### src/rtl/rc4_pkg.sv
// Shared types and defaults for the RC4 key-scheduling engine.
// The INIT state is only reachable when RC4_KSA_INIT_EN is defined.
package rc4_pkg;

  typedef enum logic [3:0] {
    IDLE  = 4'd0,
    INIT  = 4'd1,
    RD_I  = 4'd2,
    CAP_I = 4'd3,
    RD_J  = 4'd4,
    CAP_J = 4'd5,
    WR_I  = 4'd6,
    WR_J  = 4'd7,
    DONE  = 4'd8
  } ksa_state_t;

  localparam int DEF_KEY_BYTES = 3;
  localparam int DEF_ADDR_W    = 8;
  localparam int DEF_RD_LAT    = 1;

  // Clock cycles spent on one KSA iteration (two reads, two captures, two writes).
  function automatic int ksa_iter_cycles(input int rd_lat);
    return 2 * rd_lat + 4;
  endfunction

  localparam int DEF_ITER_CYCLES = 2 * DEF_RD_LAT + 4;

endpackage

### src/rtl/rc4_key_byte_sel.sv
// Key byte selector: returns byte kidx of the secret key, byte 0 being the
// most significant byte. Shared with the PRGA stage so the ordering lives here.
module rc4_key_byte_sel #(
  parameter int KEY_BYTES = 3,
  parameter int KIDX_W    = (KEY_BYTES > 1) ? $clog2(KEY_BYTES) : 1
) (
  input  logic [8*KEY_BYTES-1:0] i_key,
  input  logic [KIDX_W-1:0]      i_kidx,
  output logic [7:0]             o_byte
);

  // One-hot style mux over the key bytes, MSB-first.
  always_comb begin
    o_byte = 8'h00;
    for (int k = 0; k < KEY_BYTES; k++) begin
      if (i_kidx == KIDX_W'(k)) begin
        o_byte = i_key[8*(KEY_BYTES-1-k) +: 8];
      end
    end
  end

endmodule

### src/rtl/rc4_ksa_engine.sv
// RC4 key-scheduling engine driving a single-port S-box RAM.
// Each iteration reads s[i] and s[j], updates j and writes the pair back
// swapped. Optional macro RC4_KSA_INIT_EN adds an INIT state that first
// loads the identity permutation into the RAM.
module rc4_ksa_engine
  import rc4_pkg::*;
#(
  parameter int KEY_BYTES = DEF_KEY_BYTES,
  parameter int ADDR_W    = DEF_ADDR_W,
  parameter int RD_LAT    = DEF_RD_LAT
) (
  input  logic                   clock,
  input  logic                   reset_n,
  input  logic                   start,
  input  logic [8*KEY_BYTES-1:0] secret_key,
  input  logic [7:0]             q,
  output logic                   finish,
  output logic                   wren,
  output logic [ADDR_W-1:0]      address,
  output logic [7:0]             data
);

  localparam int KIDX_W = (KEY_BYTES > 1) ? $clog2(KEY_BYTES) : 1;

  ksa_state_t        r_state;
  ksa_state_t        w_next;
  logic [ADDR_W-1:0] r_i;
  logic [ADDR_W-1:0] r_j;
  logic [KIDX_W-1:0] r_kidx;
  logic [1:0]        r_wait;
  logic [7:0]        r_si;
  logic [7:0]        r_sj;

  logic [7:0]        w_key_byte;
  logic              w_wait_done;
  logic              w_last_i;
  logic              w_last_kidx;

  assign w_wait_done = (r_wait == 2'(RD_LAT - 1));
  assign w_last_i    = (r_i == {ADDR_W{1'b1}});
  assign w_last_kidx = (r_kidx == KIDX_W'(KEY_BYTES - 1));

  rc4_key_byte_sel #(
    .KEY_BYTES (KEY_BYTES),
    .KIDX_W    (KIDX_W)
  ) u_key_sel (
    .i_key  (secret_key),
    .i_kidx (r_kidx),
    .o_byte (w_key_byte)
  );

  // State register.
  always_ff @(posedge clock or negedge reset_n) begin
    if (!reset_n) begin
      r_state <= IDLE;
    end else begin
      // NOTE: sequential state uses non-blocking assignments so every register
      // samples pre-edge values, independent of statement order.
      r_state <= w_next;
    end
  end

  // Next-state decode.
  always_comb begin
    // NOTE: default first so every path assigns w_next and no latch is inferred.
    w_next = r_state;
    case (r_state)
      IDLE: begin
        if (start) begin
`ifdef RC4_KSA_INIT_EN
          w_next = INIT;
`else
          w_next = RD_I;
`endif
        end
      end
`ifdef RC4_KSA_INIT_EN
      INIT:    if (w_last_i) w_next = RD_I;
`endif
      RD_I:    if (w_wait_done) w_next = CAP_I;
      CAP_I:   w_next = RD_J;
      RD_J:    if (w_wait_done) w_next = CAP_J;
      CAP_J:   w_next = WR_I;
      WR_I:    w_next = WR_J;
      WR_J:    w_next = w_last_i ? DONE : RD_I;
      DONE:    w_next = IDLE;
      default: w_next = IDLE;
    endcase
  end

  // RAM-side outputs decoded from state and registered counters; the address
  // is held through the capture cycle so longer read pipelines see it stable.
  always_comb begin
    wren    = 1'b0;
    address = '0;
    data    = 8'h00;
    finish  = 1'b0;
    case (r_state)
`ifdef RC4_KSA_INIT_EN
      INIT: begin
        wren    = 1'b1;
        address = r_i;
        data    = 8'(r_i);
      end
`endif
      RD_I, CAP_I: address = r_i;
      RD_J, CAP_J: address = r_j;
      WR_I: begin
        wren    = 1'b1;
        address = r_i;
        data    = r_sj;
      end
      WR_J: begin
        wren    = 1'b1;
        address = r_j;
        data    = r_si;
      end
      DONE:    finish = 1'b1;
      default: ;
    endcase
  end

  // Counters, read-wait timer and captured S-box values.
  always_ff @(posedge clock or negedge reset_n) begin
    if (!reset_n) begin
      r_i    <= '0;
      r_j    <= '0;
      r_kidx <= '0;
      r_wait <= 2'd0;
      // NOTE: the captured bytes are ordinary flops, so they are reset to keep
      // data at 0 out of reset; the S-box itself lives in the external RAM.
      r_si   <= 8'h00;
      r_sj   <= 8'h00;
    end else begin
      case (r_state)
        IDLE: begin
          if (start) begin
            r_i    <= '0;
            r_j    <= '0;
            r_kidx <= '0;
            r_wait <= 2'd0;
          end
        end
`ifdef RC4_KSA_INIT_EN
        INIT: r_i <= r_i + 1'b1;
`endif
        RD_I, RD_J: r_wait <= w_wait_done ? 2'd0 : r_wait + 2'd1;
        CAP_I: begin
          r_si <= q;
          r_j  <= r_j + ADDR_W'(q) + ADDR_W'(w_key_byte);
        end
        CAP_J: r_sj <= q;
        WR_J: begin
          r_i    <= r_i + 1'b1;
          r_kidx <= w_last_kidx ? '0 : r_kidx + 1'b1;
        end
        default: ;
      endcase
    end
  end

endmodule

### config.mk
export PLATFORM = sky130hd
export DESIGN_NAME = rc4_ksa_engine
export DESIGN_NICKNAME = d
export VERILOG_FILES = /design/src/rtl/rc4_pkg.sv /design/src/rtl/rc4_key_byte_sel.sv /design/src/rtl/rc4_ksa_engine.sv
export SDC_FILE = /design/constraint.sdc
export NUM_CORES = 1
export LEC_CHECK = 0
export ABC_CLOCK_PERIOD_IN_PS = 2660
export CORE_MARGIN = 2
export CORE_UTILIZATION = 48
export CTS_BUF_LIST = sky130_fd_sc_hd__clkbuf_4 sky130_fd_sc_hd__clkbuf_8
export CTS_CLUSTER_DIAMETER = 150
export CTS_CLUSTER_SIZE = 28
export DETAILED_ROUTE_END_ITERATION = 12
export GPL_TIMING_DRIVEN = 0
export PLACE_DENSITY = 0.78
export SLEW_MARGIN = 10
export SYNTH_ARGS = -nofsm -noshare
export SYNTH_HDL_FRONTEND = slang
export SYNTH_SLANG_ARGS = --single-unit
### constraint.sdc
create_clock -name clock -period 2.66 [get_ports clock]
set_input_delay 0.665 -clock clock [delete_from_list [all_inputs] [get_ports clock]]
set_output_delay 0.665 -clock clock [all_outputs]
set_load 0.02 [all_outputs]
Word level (Yosys, flattened, before mapping)
Cells that the tools add are included.
- input port bits: 35
- register bits after elaboration: 40
- word-level logic and storage cells: 59
- output and inout port bits: 18
- reductions and logical operators: 14
- mux-type cells: 20
- add/subtract/negate cells: 5
- equality and inequality tests: 13
- operators with widths (cell ; count):
    $pmux 8 s2 ; 4
    $mux 8 ; 4
    $pmux 4 s7 ; 1
    $add 8x8->8 ; 2
    $eq 4x3->1 const B ; 4
    $mux 4 ; 4
    $add 8x1->8 const B ; 1
    $eq 4x2->1 const B ; 2
    $eq 8x8->1 const B ; 1
    $pmux 2 s2 ; 2
    $mux 2 ; 3
    $ne 2x2->1 const B ; 3
    $reduce_and 2->1 ; 3
    $reduce_bool 2->1 ; 3
    $reduce_or 3->1 ; 2
    $add 2x1->2 const B ; 2
    $eq 4x4->1 const B ; 1
    $logic_not 2->1 ; 2
    $logic_not 4->1 ; 1
    $reduce_or 2->1 ; 2
    $reduce_and 3->1 ; 1
    $eq 2x1->1 const B ; 1
    $eq 2x2->1 const B ; 1
    $mux 1 ; 2

Longest topological paths before layout
- depth after elaboration: 6
- depth in mapped cells: 13
- depth with buffers taken out: 12

Hierarchy
From an unflattened synthesis, not the netlist that was laid out.
- cell total of the unflattened synthesis: 250
- area, all modules: 2648.8 µm²
- by module, submodules not included (module ; area an instance (µm²) ; sequential area each (µm²) ; cells an instance ; times used):
    rc4_ksa_engine ; 2451.1 ; 1001.0 ; 230 ; 1
    rc4_key_byte_sel ; 197.7 ; 0.0 ; 20 ; 1

Worst setup path after synthesis
OpenSTA, ideal clock, no wires.
- path kind: reg2reg
- start point: reg r_kidx[0]
- end point: reg r_j[7]
- period minus slack after synthesis: 2628 ps
- library setup time: 125 ps
- required time: 2535 ps
- stages on the path, launching flop included: 13
- buffers on the path: 1
- arrival: 2503 ps
- slack: 32 ps
- cells stage by stage: dfrtp_1 > buf_2 > mux2i_1 > o21ai_0 > fa_1 > ha_1 > inv_1 > fa_1 > nor2b_1 > o31a_1 > o22ai_1 > xnor2_1 > o21ai_1
- word-level cells in the longest chain between the ends: 6
- elaborated cells between the ends (all ways): 8
- those cells by class: 1 x add/sub; 2 x eq/ne; 4 x mux; 1 x reduce/logical
- ends and longest elaborated chain (element ; RTL line ; RTL):
    from (decl) ; rc4_ksa_engine.sv:29 ; logic [KIDX_W-1:0] r_kidx;
    from (signal assigned) ; rc4_ksa_engine.sv:155 ; r_kidx <= w_last_kidx ? '0 : r_kidx + 1'b1;
    $logic_not 2->1 ; rc4_key_byte_sel.sv:16 ; if (i_kidx == KIDX_W'(k)) begin
    $mux 8 (2 in a row) ; rc4_key_byte_sel.sv:16 ;
    $mux 8 * ; rc4_key_byte_sel.sv:16 ;
    $add 8x8->8 * ; rc4_ksa_engine.sv:150 ; r_j <= r_j + ADDR_W'(q) + ADDR_W'(w_key_byte);
    $pmux 8 s2 * ; rc4_ksa_engine.sv:135 ; case (r_state)
    to (signal assigned) ; rc4_ksa_engine.sv:150 ;
    to (decl) ; rc4_ksa_engine.sv:28 ; logic [ADDR_W-1:0] r_j;
Mark *: on every way between the ends. The rest lies on a longest branch, timed or not.
A chain may end at the register's enable or synchronous reset.

Worst setup path after layout
- start point: reg r_kidx[0]
- end point: reg r_j[5]
The elaborated chain is that of the path after synthesis.

==> metrics.txt <==
status=finished with violations; failing checks=setup timing; Final Hold Fails=0; Layout Nets=a little under 400; via count=about 2,300; clk sinks=40; CORE AREA=5170 sq um; Final Cycle Share=103%; initial antenna violation count=0; width of the die=~78 um; DRC viols=0; leak pwr=between 1.5 and 2 nW; die area=6070 sq um; Avg WL per Cell=15.6 um; Final GP Congestion=roughly 0.87; cell type with the largest total area after synthesis=dfrtp_1; clk_lat worst skew=~0.31 ns; Min Hold Slack=between 0.2 and 0.3 ns; cell internal pwr=~2.4 mW; Area after DPL=between 3000 and 4000 sq um; multi-input logic area=1560 sq um; Syn Nets=between 300 and 400; commonest non-fill, non-tap cell in the layout=nand2_1; largest net degree at the start of global routing=27; top cells by area, synth=dfrtp_1 38%, nand2_1 7.0%, fa_1 6.1%; Routed WL=around 6.5 mm; sequential power share=between 20 and 25%; Max FO, Critical Path=3; Peak Freq=~360 MHz; EDFF count, synth=0; Synth top area share=approximately two fifths; critical path endpoint category=flop; Pre-Repair DR Iteration Count=4; via/cell ratio=5.50; fraction of layout instances using a drive strength above 1=between 20 and 25%; DP Worst Slack=-0.650 ns; CTS Buf Count=5; Clk pwr share=12.1%; GRT overflow=0; Top Ports=53; Setup crit start kind=flop; most frequent cells in the layout=49 x nand2_1, 38 x dfrtp_1, 28 x clkdlybuf4s50_1, 18 x nor2_1, 17 x dlygate4sd2_1; # rows=26; clk_skew=0.00465 ns; Synth Instances=275; RSZ-0062 raised after global routing=yes; Most used DFF post-synth=dfrtp_1; total chip power=between 4 and 5 mW; Yosys warning count=0; CP required=between 2 and 3 ns; H-Tree Depth=2; vias in the first global route=around 2,300; final core occ=roughly two thirds; Die Ht=77.9 um; Final min period=approximately 2.7 ns; clock slew at reported path FFs=around 0.080 ns; worst slew pin tran=approximately 0.52 ns; Netlist cell types=52; fin. max-slew vios=0; PnR worst setup slack=-0.0880 ns; Seq cells post-synth=40; post-route ant nets=0; synthesized area=about 2600 sq um; Avg Cell Area, Syn=around 9.5 sq um; TritonCTS clock tree=built; switching share of power=between 40% and 50%; ant diodes=0; Crit path arrival time=between 2 and 3 ns; register area share after synthesis=between 30% and 40%; first-pass GRT wire length=~11 mm; Iter 0 DRT Violations=163; Logic pwr share=between 60% and 70%; slew margin rel.=about 65%; Max rail drop VDD=522 uV; All-Layer GR Usage=between 20% and 30%; post-route cell area=3480 sq um; register area=1000 sq um; Root Buffer Master=clkbuf_8; Initial Util=about half; Buffers on Ports=between 50 and 60; Setup violations, final=3; Power Dens Cells=approximately 1200 nW/um^2; Post-CTS Hold Fix Bufs=0; CP Class=flop to flop; Fillers=406; P_sw=about 1.9 mW; asr flop ratio synth=100%; Min-Delay Path Class=input port to asynchronous set/reset pin; Post-DP HPWL=around 4.8 mm; area grow syn2layout=32.8%; Max Cap Viol=0; clock tree buffer depth=2
[layer usage]
metal  track usage, %  share of wire, %
met5                0                 0
met4             6.43               1.5
met3             4.30               5.1
met2             37.9                48
met1             31.2                45
[stage by stage]
step,std cells,TNS [ns]
global placement,397,-9.94
global route,414,-0.609
floorplan,275,0
detailed placement,398,-3.69
finish,414,-0.226
CTS,410,-0.187
[sequential cells by signal, indices dropped and copies added (netlist names)]
name	count
r_sj	8
r_si	8
r_state	4
r_kidx	2
r_j	8
r_i	8
r_wait	2
[cells in the mapped netlist, types with 3 or more instances]
cell type,instances
a21oi_1,9
mux2_2,9
mux2i_1,11
a22o_1,13
o21ai_1,3
a22oi_1,8
fa_1,8
inv_1,10
nand2_1,49
xnor2_1,4
dfrtp_1,40
buf_2,5
o21ai_0,18
xor2_1,4
nand2b_1,3
nand3_1,5
clkbuf_1,6
nor2_1,19
nor3_1,4
nor2b_1,4
ha_1,9
[timing repair]
action / in CTS / in global routing
gates cloned: 0 / 0
buffers inserted: 5 / 4
resized for setup: 55 / 9
pin swaps: 13 / 7
endpoints found under the setup margin: 21 / 18
[worst paths after layout]
path,cells after the start,endpoint,slack (ns),from
worst max-delay path,12,r_j[5]$_DFFE_PN0P_,-0.09,r_kidx[0]$_DFFE_PN0P_
worst min-delay path,1,r_sj[5]$_DFFE_PN0N_,0.28,reset_n
worst max register to register,12,r_j[5]$_DFFE_PN0P_,-0.09,r_kidx[0]$_DFFE_PN0P_
worst min register to register,2,r_si[0]$_DFFE_PN0P_,0.49,r_si[0]$_DFFE_PN0P_
max in group asynchronous,2,r_state[3]$_DFFE_PN0P_,1.90,reset_n
min in group clock,2,r_si[0]$_DFFE_PN0P_,0.49,r_si[0]$_DFFE_PN0P_
[worst max-delay path, cell delays in order, from the launching register on]
cell and delay [ns]:
dfrtp_2 0.45, buf_6 0.14, mux2i_2 0.19, o21ai_2 0.09, fa_1 0.52, ha_2 0.20, inv_2 0.04, fa_2 0.34
nor2b_2 0.17, o31a_1 0.18, buf_4 0.11, a21oi_1 0.03, a22o_1 0.18
[power groups by stage]
stage	registers, mW	logic [mW]	clock network, mW
2_1_floorplan	0.999	1.80	0
3_3_place_gp	1.04	2.36	0
3_5_place_dp	1.05	2.43	0
4_1_cts	1.04	2.59	0.518
5_1_grt	1.09	3.02	0.549
6_report	1.05	2.71	0.518
[cell type report]
type	count	share of cell area, %
clock buffer	6	2.19
inverter	10	1.08
multi-input combinational	211	44.9
sequential	40	28.8
timing repair buffer	62	17.1
clock inverter	2	1.01
buffer	13	2.37
tap	70	2.52
[logic make-up after synthesis]
| kind of cell | count (synthesis) | synth area share (%) |
|---|---|---|
| simple gates | 99 | 19.0 |
| compound gates | 67 | 17.5 |
| flops | 40 | 38.2 |
| buf+inv | 24 | 4.11 |
| mux | 20 | 8.07 |
| fa+ha+maj | 17 | 10.4 |
| xor+xnor | 8 | 2.67 |
Power figures use the tool's default switching activity.
